File: src/rtl/sevenseg_scan_decoder.sv
// ----------------------------------------------------------------------------
// sevenseg_scan_decoder
//   Watches the multiplexed anode strobes and active-low segment cathodes of a
//   4-digit seven-segment driver, decodes each digit back to BCD and publishes
//   complete frames as a binary value for loop-back self-test.
//
// Parameters
//   SETTLE_CYCLES  : cycles the strobe/segments must hold before sampling (1..255)
//   TIMEOUT_CYCLES : cycles without a capture before scanLost asserts
//
// Ports
//   CLK            : system clock, rising edge
//   RESET          : synchronous, active-high reset
//   anodeSelect0-3 : active-low digit enables (0 = ones ... 3 = thousands)
//   sevenSeg[6:0]  : active-low cathodes, bit0 = a ... bit6 = g
//   decodedValue   : last complete frame as binary (0..9999)
//   bcdDigits      : last complete frame as BCD {d3,d2,d1,d0}
//   blankMask      : bit i set when digit i was blank in the last frame
//   patternError   : last frame contained a non-digit pattern
//   frameValid     : one-cycle pulse when a new frame is published
//   scanLost       : no digit captured for TIMEOUT_CYCLES
// ----------------------------------------------------------------------------
module sevenseg_scan_decoder #(
  parameter int unsigned SETTLE_CYCLES  = 16,
  parameter int unsigned TIMEOUT_CYCLES = 4000000
) (
  input  logic        CLK,
  input  logic        RESET,
  input  logic        anodeSelect0,
  input  logic        anodeSelect1,
  input  logic        anodeSelect2,
  input  logic        anodeSelect3,
  input  logic [6:0]  sevenSeg,
  output logic [13:0] decodedValue,
  output logic [15:0] bcdDigits,
  output logic [3:0]  blankMask,
  output logic        patternError,
  output logic        frameValid,
  output logic        scanLost
);

  localparam int unsigned TW = $clog2(TIMEOUT_CYCLES + 1);

  localparam logic [7:0]    ST_LAST = 8'(SETTLE_CYCLES - 1);
  localparam logic [7:0]    ST_MAX  = 8'(SETTLE_CYCLES);
  localparam logic [TW-1:0] TO_LAST = TW'(TIMEOUT_CYCLES - 1);
  localparam logic [TW-1:0] TO_MAX  = TW'(TIMEOUT_CYCLES);

  // Input stage and previous-cycle copy for change detection
  logic [3:0]    r_an;
  logic [6:0]    r_seg;
  logic [10:0]   r_prev;

  logic [7:0]    r_stable;
  logic          r_captured;
  logic [TW-1:0] r_to;
  logic          r_lost;

  // Frame under assembly
  logic [3:0]    r_slot [4];
  logic [3:0]    r_seen;
  logic [3:0]    r_blank;
  logic          r_err;

  // Published frame
  logic [13:0]   r_value;
  logic [15:0]   r_bcd;
  logic [3:0]    r_bmask;
  logic          r_perr;
  logic          r_fv;

  logic          w_same;
  logic          w_valid;
  logic [3:0]    w_sel;
  logic          w_capture;
  logic          w_timeout;
  logic          w_complete;
  logic [3:0]    w_digit;
  logic          w_is_blank;
  logic          w_is_bad;
  logic [3:0]    w_slot_n [4];
  logic [3:0]    w_seen_n;
  logic [3:0]    w_blank_n;
  logic          w_err_n;
  logic [13:0]   w_value;

  // --------------------------------------------------------------------------
  // Input registers
  // --------------------------------------------------------------------------
  always_ff @(posedge CLK) begin
    if (RESET) begin
      r_an   <= '0;
      r_seg  <= '0;
      r_prev <= '0;
    end else begin
      r_an   <= {anodeSelect3, anodeSelect2, anodeSelect1, anodeSelect0};
      r_seg  <= sevenSeg;
      r_prev <= {r_an, r_seg};
    end
  end

  // --------------------------------------------------------------------------
  // Strobe qualification and capture condition
  // --------------------------------------------------------------------------
  assign w_same = ({r_an, r_seg} == r_prev);
  assign w_sel  = ~r_an;

  always_comb begin
    w_valid = 1'b0;
    case (w_sel)
      4'b0001, 4'b0010, 4'b0100, 4'b1000: w_valid = 1'b1;
      default:                            w_valid = 1'b0;
    endcase
  end

  // w_same is also required so a new strobe arriving right as the counter
  // reaches its last value cannot be sampled after a single cycle.
  assign w_capture = w_valid && w_same && (r_stable == ST_LAST) && !r_captured;
  assign w_timeout = !w_capture && (r_to == TO_LAST);

  // --------------------------------------------------------------------------
  // Segment decode (active-low, g..a)
  // --------------------------------------------------------------------------
  always_comb begin
    w_digit    = 4'd0;
    w_is_blank = 1'b0;
    w_is_bad   = 1'b0;
    case (r_seg)
      7'b1000000:             w_digit = 4'd0;
      7'b1111001:             w_digit = 4'd1;
      7'b0100100:             w_digit = 4'd2;
      7'b0110000:             w_digit = 4'd3;
      7'b0011001:             w_digit = 4'd4;
      7'b0010010:             w_digit = 4'd5;
      7'b0000010:             w_digit = 4'd6;
      7'b1111000, 7'b1011000: w_digit = 4'd7;
      7'b0000000:             w_digit = 4'd8;
      7'b0010000, 7'b0011000: w_digit = 4'd9;
      7'b1111111:             w_is_blank = 1'b1;
      default:                w_is_bad   = 1'b1;
    endcase
  end

  // --------------------------------------------------------------------------
  // Next frame contents including this edge's capture, so a completing
  // capture can be published on the same edge it lands.
  // --------------------------------------------------------------------------
  always_comb begin
    w_seen_n  = r_seen;
    w_blank_n = r_blank;
    w_err_n   = r_err;
    for (int unsigned i = 0; i < 4; i++) begin
      w_slot_n[i] = r_slot[i];
      if (w_capture && w_sel[i]) begin
        w_slot_n[i]  = w_digit;
        w_seen_n[i]  = 1'b1;
        w_blank_n[i] = w_is_blank;
      end
    end
    if (w_capture && w_is_bad) w_err_n = 1'b1;
  end

  assign w_complete = w_capture && (w_seen_n == 4'b1111);

  assign w_value = 14'(w_slot_n[3]) * 14'd1000
                 + 14'(w_slot_n[2]) * 14'd100
                 + 14'(w_slot_n[1]) * 14'd10
                 + 14'(w_slot_n[0]);

  // --------------------------------------------------------------------------
  // Stable counter and one-capture-per-dwell flag
  // --------------------------------------------------------------------------
  always_ff @(posedge CLK) begin
    if (RESET) begin
      r_stable   <= '0;
      r_captured <= 1'b0;
    end else if (!w_same) begin
      r_stable   <= '0;
      r_captured <= 1'b0;
    end else if (!w_valid) begin
      r_stable   <= '0;
    end else begin
      if (r_stable != ST_MAX) r_stable <= r_stable + 8'd1;
      if (w_capture)          r_captured <= 1'b1;
    end
  end

  // --------------------------------------------------------------------------
  // Capture timeout / scan-lost flag
  // --------------------------------------------------------------------------
  always_ff @(posedge CLK) begin
    if (RESET) begin
      r_to   <= '0;
      r_lost <= 1'b0;
    end else if (w_capture) begin
      r_to <= '0;
      if (w_complete) r_lost <= 1'b0;
    end else begin
      if (r_to != TO_MAX) r_to <= r_to + TW'(1);
      if (w_timeout)      r_lost <= 1'b1;
    end
  end

  // --------------------------------------------------------------------------
  // Frame assembly
  // --------------------------------------------------------------------------
  always_ff @(posedge CLK) begin
    if (RESET) begin
      for (int unsigned i = 0; i < 4; i++) r_slot[i] <= '0;
      r_seen  <= '0;
      r_blank <= '0;
      r_err   <= 1'b0;
    end else begin
      for (int unsigned i = 0; i < 4; i++) r_slot[i] <= w_slot_n[i];
      if (w_complete || w_timeout) begin
        r_seen  <= '0;
        r_blank <= '0;
        r_err   <= 1'b0;
      end else begin
        r_seen  <= w_seen_n;
        r_blank <= w_blank_n;
        r_err   <= w_err_n;
      end
    end
  end

  // --------------------------------------------------------------------------
  // Published outputs
  // --------------------------------------------------------------------------
  always_ff @(posedge CLK) begin
    if (RESET) begin
      r_value <= '0;
      r_bcd   <= '0;
      r_bmask <= '0;
      r_perr  <= 1'b0;
      r_fv    <= 1'b0;
    end else begin
      r_fv <= w_complete;
      if (w_complete) begin
        r_value <= w_value;
        r_bcd   <= {w_slot_n[3], w_slot_n[2], w_slot_n[1], w_slot_n[0]};
        r_bmask <= w_blank_n;
        r_perr  <= w_err_n;
      end
    end
  end

  assign decodedValue = r_value;
  assign bcdDigits    = r_bcd;
  assign blankMask    = r_bmask;
  assign patternError = r_perr;
  assign frameValid   = r_fv;
  assign scanLost     = r_lost;

endmodule
File: config.mk
export PLATFORM = sky130hd
export DESIGN_NAME = sevenseg_scan_decoder
export DESIGN_NICKNAME = d
export VERILOG_FILES = /design/src/rtl/sevenseg_scan_decoder.sv
export SDC_FILE = /design/constraint.sdc
export NUM_CORES = 1
export LEC_CHECK = 0
export CAP_MARGIN = 0
export CORE_MARGIN = 2
export CORE_UTILIZATION = 30
export DETAILED_ROUTE_END_ITERATION = 10
export PLACE_DENSITY_LB_ADDON = 0.3
export SYNTH_ARGS = -nofsm -noshare
export SYNTH_HDL_FRONTEND = slang
export SYNTH_SLANG_ARGS = --single-unit
File: constraint.sdc
create_clock -name CLK -period 6.25 [get_ports CLK]
set_clock_uncertainty 0.15 [all_clocks]
set_input_delay 1.875 -clock CLK [delete_from_list [all_inputs] [get_ports CLK]]
set_output_delay 1.875 -clock CLK [all_outputs]
set_load 0.02 [all_outputs]
Yosys cells after proc, flatten, opt, wreduce, memory -nomap -nowiden
Memories as Yosys holds them, arrays and structs flattened.
Index checks and enable logic that the tools add are counted.
Storage, ports and cells
  flip-flop bits (word level): 99
  bits in writable memories: 16
  input port bits: 13
  output and inout port bits: 37
  logic and storage cells: 106
  memories kept: 1
Cells by class
  $add $sub $neg: 5
  multipliers: 3
  eq/ne operators: 23
  mux-type cells: 27
  bitwise operators: 7
  reduce and logical (&&, ||, !) cells: 25
Memories
  r_slot: depth 4, width 4, read ports 4, clocked after memory_dff 0, wr ports 4, line 60  | logic [3:0] r_slot [4];
Operator list (count)
  $pmux W4 S9: 1
  $eq A7 B7 Y1 const B: 5
  $mux W4: 8
  $eq A7 B5 Y1 const B: 4
  $add A22 B1 Y22 const B: 1
  $eq A22 B22 Y1 const B: 1
  $ne A22 B22 Y1 const B: 1
  $mux W1: 18
  $add A14 B11 Y14: 1
  $add A14 B4 Y14: 1
  $add A14 B8 Y14: 1
  $eq A7 B6 Y1 const B: 2
  $reduce_or A13 Y1: 1
  $eq A11 B11 Y1: 1
  $mul A4 B7 Y11 const B: 1
  $logic_and A1 B1 Y1: 10
  $reduce_or A2 Y1: 5
  $mul A4 B5 Y9 const B: 1
  $add A8 B1 Y8 const B: 1
  $eq A4 B4 Y1 const B: 2
  $eq A8 B4 Y1 const B: 1
  $ne A8 B5 Y1 const B: 1
  $eq A7 B2 Y1 const B: 1
  $logic_not A7 Y1: 1
  14 further kinds: 20

Longest topological paths before layout
Gate-level depths: netlist of run 1.
  depth after elaboration: 13
  depth in mapped cells: 24
  gate-level depth less buffers: 24

Worst setup path after synthesis of run 1
OpenSTA, ideal clock, no wires.
  path kind: register to register
  start: reg r_seg[1]
  end: reg r_value[13], in the netlist decodedValue[13]
  setup time: 95 ps
  arrival time: 6381 ps
  required time: 6005 ps
  path slack: -376 ps
  stages on the path, launching flop included: 25
  period minus slack after synthesis: 6626 ps
  path through: dfxtp_1 -> clkbuf_1 -> xor2_1 -> nor4_1 -> nand3_1 -> nor3_2 -> mux2i_1 -> inv_1 -> fa_1 -> inv_1 -> fa_1 -> inv_1 -> ha_1 -> a21o_1 -> a21oi_1 -> xor2_1 -> ha_1 -> ha_1 -> ha_1 -> o21ai_0 -> a211oi_1 -> o31ai_1 -> xnor2_1 -> or4b_1 -> o311ai_1
RTL lines
  from (decl): line 51  | logic [6:0] r_seg;
  from (signal assigned): line 97  | r_seg <= sevenSeg;
  to (signal assigned): line 240  | r_value <= w_value;
  to (decl): line 66  | logic [13:0] r_value;

==> metrics.csv, run 1 <==
metric,value,unit
status,completed,
wl_per_cell,13.1,um
r2r_start,r_stable[6]$_SDFFE_PP0P_,
r2r_end,decodedValue[13]$_SDFFE_PP0P_,
avgSynthCellArea,9.22,sq um
p_int,1.34,mW
route.detailed.drc,0,
syn_to_final_growth,29.6,%
ys_ff_latch,114,
setup_viol_count_final,0,
htreeDepth,4,
num_vias,4710,
track_usage,0.132,
syn_inst,667,
clock_latency,0.41,ns
dp_slack,-0.0889,ns
dp.cells,1001,
nets,841,
hold_viol,0,
die_w,147,um
fmax,0.166,GHz
combPwrFrac,0.039,
layout_common_cells,"dfxtp_1, nor2_1, ha_1",
holdWs,0.319,ns
yosysSeqAreaShare,0.371,
async_reset_ff_frac,0,
slew_viol_final,0,
clock_power_share,0.533,
clk_pin_slew,0.06,ns
slowest_stage,fa_1,
worst_slew_pin_slew,0.810,ns
final_common_cell,dfxtp_1,
totalPowerFinal,1.73,mW
die_height,147,um
reg2reg_slack,0.23,ns
path_cells,"or3_4, nor4_4, o21ai_2, nor3_4, buf_6, mux2i_4, inv_2, fa_1, inv_1, fa_1, inv_1, ha_4, a21o_1, a21oi_2, xor2_1, ha_1, ha_4, ha_4, o21ai_1, a211oi_2, o31ai_2, xnor2_1, or4b_1, o311ai_1",
cpPeakStageDelay,0.56,ns
switching_share,0.227,
io_pins,50,
cp-start-kind,register,
startpoint,r_stable[6]$_SDFFE_PP0P_,
p_leak,3.34,nW
grt-ovfl-total,0,
grt_pass1_vias,4591,
end_kind,register,
switchingPower,0.394,mW
endpoint,decodedValue[13]$_SDFFE_PP0P_,
cts_tree,yes,
synth_top_area_cell,dfxtp_1,
grt_max_degree,54,
diodes,0,
seqPwrFrac,0.428,
critical_path_class,register to register,
stdcell_area,7970,sq um
dr.pass1.iters,5,
cellPowerDensity,218,nW/um^2
coreArea,20200,sq um
root_buffer,clkbuf_16,
synth-edff-count,0,
layout_setup_ws,0.229,ns
post-route-util,0.395,
layout.cells.non_filler,1038,
rows,52,
via_per_inst,4.54,
antenna_found_initial,0,
worst_slew_margin_rel,0.460,
cts_buffers,17,
n_fill_cell,2047,
place_hpwl,9860,um
final_layout_size_suffix_gt1_frac,0.147,
cts.sinks,114,
multi_input_area,3740,sq um
ant_nets,0,
dieArea,21700,sq um
path_common_cell,ha_4,
fin_crit_sh,0.963,
syn_area,6150,sq um
ir_drop,171,uV
min_period,6.02,ns
worst_r2r_path_depth,24,
ys_warn_count,0,
ys.flop_type,dfxtp_1,
gp_congestion,0.796,
port_buffers,49,
placed_area,7220,sq um
synth_area_leaders,"dfxtp_1, ha_1, nor2_1",
crit_path_max_fanout,4,
grt_pass1_wl,22800,um
netlist.area_leader.share,0.371,
drt_iter0_markers,213,
syn_nets,753,
cap_violations,0,
start_util,0.305,
cp_data_required_time,6.43,ns
regArea,2280,sq um
cp.arrival,6.20,ns
wirelength,13600,um
synth.distinct_cells,53,
hold_class,register to register,
tns,0,ns
cts_max_path_buffers,2,
==> area by class of cell <==
cell class	count	area share
Inverter	52	0.0245
Clock buffer	20	0.0586
Tap cell	270	0.0424
Multi-Input combinational cell	474	0.469
Timing Repair Buffer	96	0.106
Clock inverter	12	0.0133
Sequential cell	114	0.286
==> repair_timing <==
| item | 4_1_cts | 5_1_grt |
|---|---|---|
| resized for setup | 2 | 19 |
| pin swaps | 3 | 6 |
| setup buffers | 1 | 4 |
| endpoints found under the setup margin | 1 | 2 |
| hold buffers | 0 | 0 |
==> synthesized netlist by cell type (5+ instances only) <==
cell type and instances:
clkbuf_1 21, ha_1 56, nand2b_1 17, nor4_1 6, xor2_1 30, dfxtp_1 114
nor2b_1 16, xnor2_1 26, fa_1 17, mux2i_1 32, nand4_1 8, nor2_1 108
nand3_1 17, nor3_1 16, nand2_1 20, inv_1 51, o21ai_0 5, o22ai_1 13
a21oi_1 15, a211oi_1 16, a21o_1 6
==> registers in the layout, summed over array words and instances, names as in the netlist <==
name,count
scanLost,1
r_an,4
r_blank,4
r_seg,7
decodedValue,14
r_err,1
r_stable,8
frameValid,1
patternError,1
r_slot,16
r_prev,11
r_captured,1
r_to,22
r_seen,4
bcdDigits,15
blankMask,4
==> cells by family after synthesis <==
family / count (synthesis) / synth area share
buffers and inverters: 79 / 0.0500
adder cells (fa/ha/maj): 73 / 0.169
flip-flops: 114 / 0.371
AND/OR/NAND/NOR: 236 / 0.193
multiplexers: 33 / 0.0539
AO/OA/AOI/OAI: 76 / 0.0828
XOR/XNOR: 56 / 0.0798
==> worst min path at each step <==
stage                           from                    end  cells after the start
2_1_floorplan       r_err$_SDFF_PP0_       r_err$_SDFF_PP0_                      2
5_1_grt             r_err$_SDFF_PP0_       r_err$_SDFF_PP0_                      2
3_5_place_dp        r_err$_SDFF_PP0_       r_err$_SDFF_PP0_                      2
6_report       scanLost$_SDFFE_PP0P_  scanLost$_SDFFE_PP0P_                      2
4_1_cts             r_err$_SDFF_PP0_       r_err$_SDFF_PP0_                      2
3_3_place_gp        r_err$_SDFF_PP0_       r_err$_SDFF_PP0_                      2
==> power by group through the flow <==
stage          clock network, mW  logic (mW)  registers, mW
2_1_floorplan                  0      0.0428          0.756
3_3_place_gp                   0      0.0668          0.758
3_5_place_dp                   0      0.0661          0.758
4_1_cts                    0.949      0.0666          0.743
5_1_grt                    0.982      0.0750          0.744
6_report                   0.924      0.0675          0.743
==> per-layer routing <==
metal | track usage | vias to the layer above | routed length [um] | share of wire
met5 | 0 | - | 0 | 0
met4 | 0.0404 | 0 | 133 | 0.0097
met3 | 0.0332 | 10 | 460 | 0.034
met2 | 0.201 | 68 | 6160 | 0.45
met1 | 0.184 | 2189 | 6900 | 0.51
li1 | - | 2443 | - | -
==> critical path: cells and delay by family (launching register included) <==
family | cells | cell delay (ns)
flops | 1 | 0.32
mux | 1 | 0.24
xor+xnor | 2 | 0.33
compound gates | 7 | 1.08
simple gates | 4 | 1.31
fa+ha+maj | 6 | 2.14
buf+inv | 4 | 0.37
No activity file was read; power rests on OpenSTA's default activity.
==> inputs of run 2 (changes only) <==
--- a/config.mk
+++ b/config.mk
@@ -7,2 +7,3 @@
 export LEC_CHECK = 0
+export ABC_CLOCK_PERIOD_IN_PS = 6250
 export CAP_MARGIN = 0
@@ -12,2 +13,3 @@
 export PLACE_DENSITY_LB_ADDON = 0.3
+export SLEW_MARGIN = 20
 export SYNTH_ARGS = -nofsm -noshare
--- a/constraint.sdc
+++ b/constraint.sdc
@@ -4,2 +4,2 @@
 set_output_delay 1.875 -clock CLK [all_outputs]
-set_load 0.02 [all_outputs]
+set_load 0.1 [all_outputs]
==> results of run 2 <==
Same layout as run 1 (identical final DEF). Status: completed.
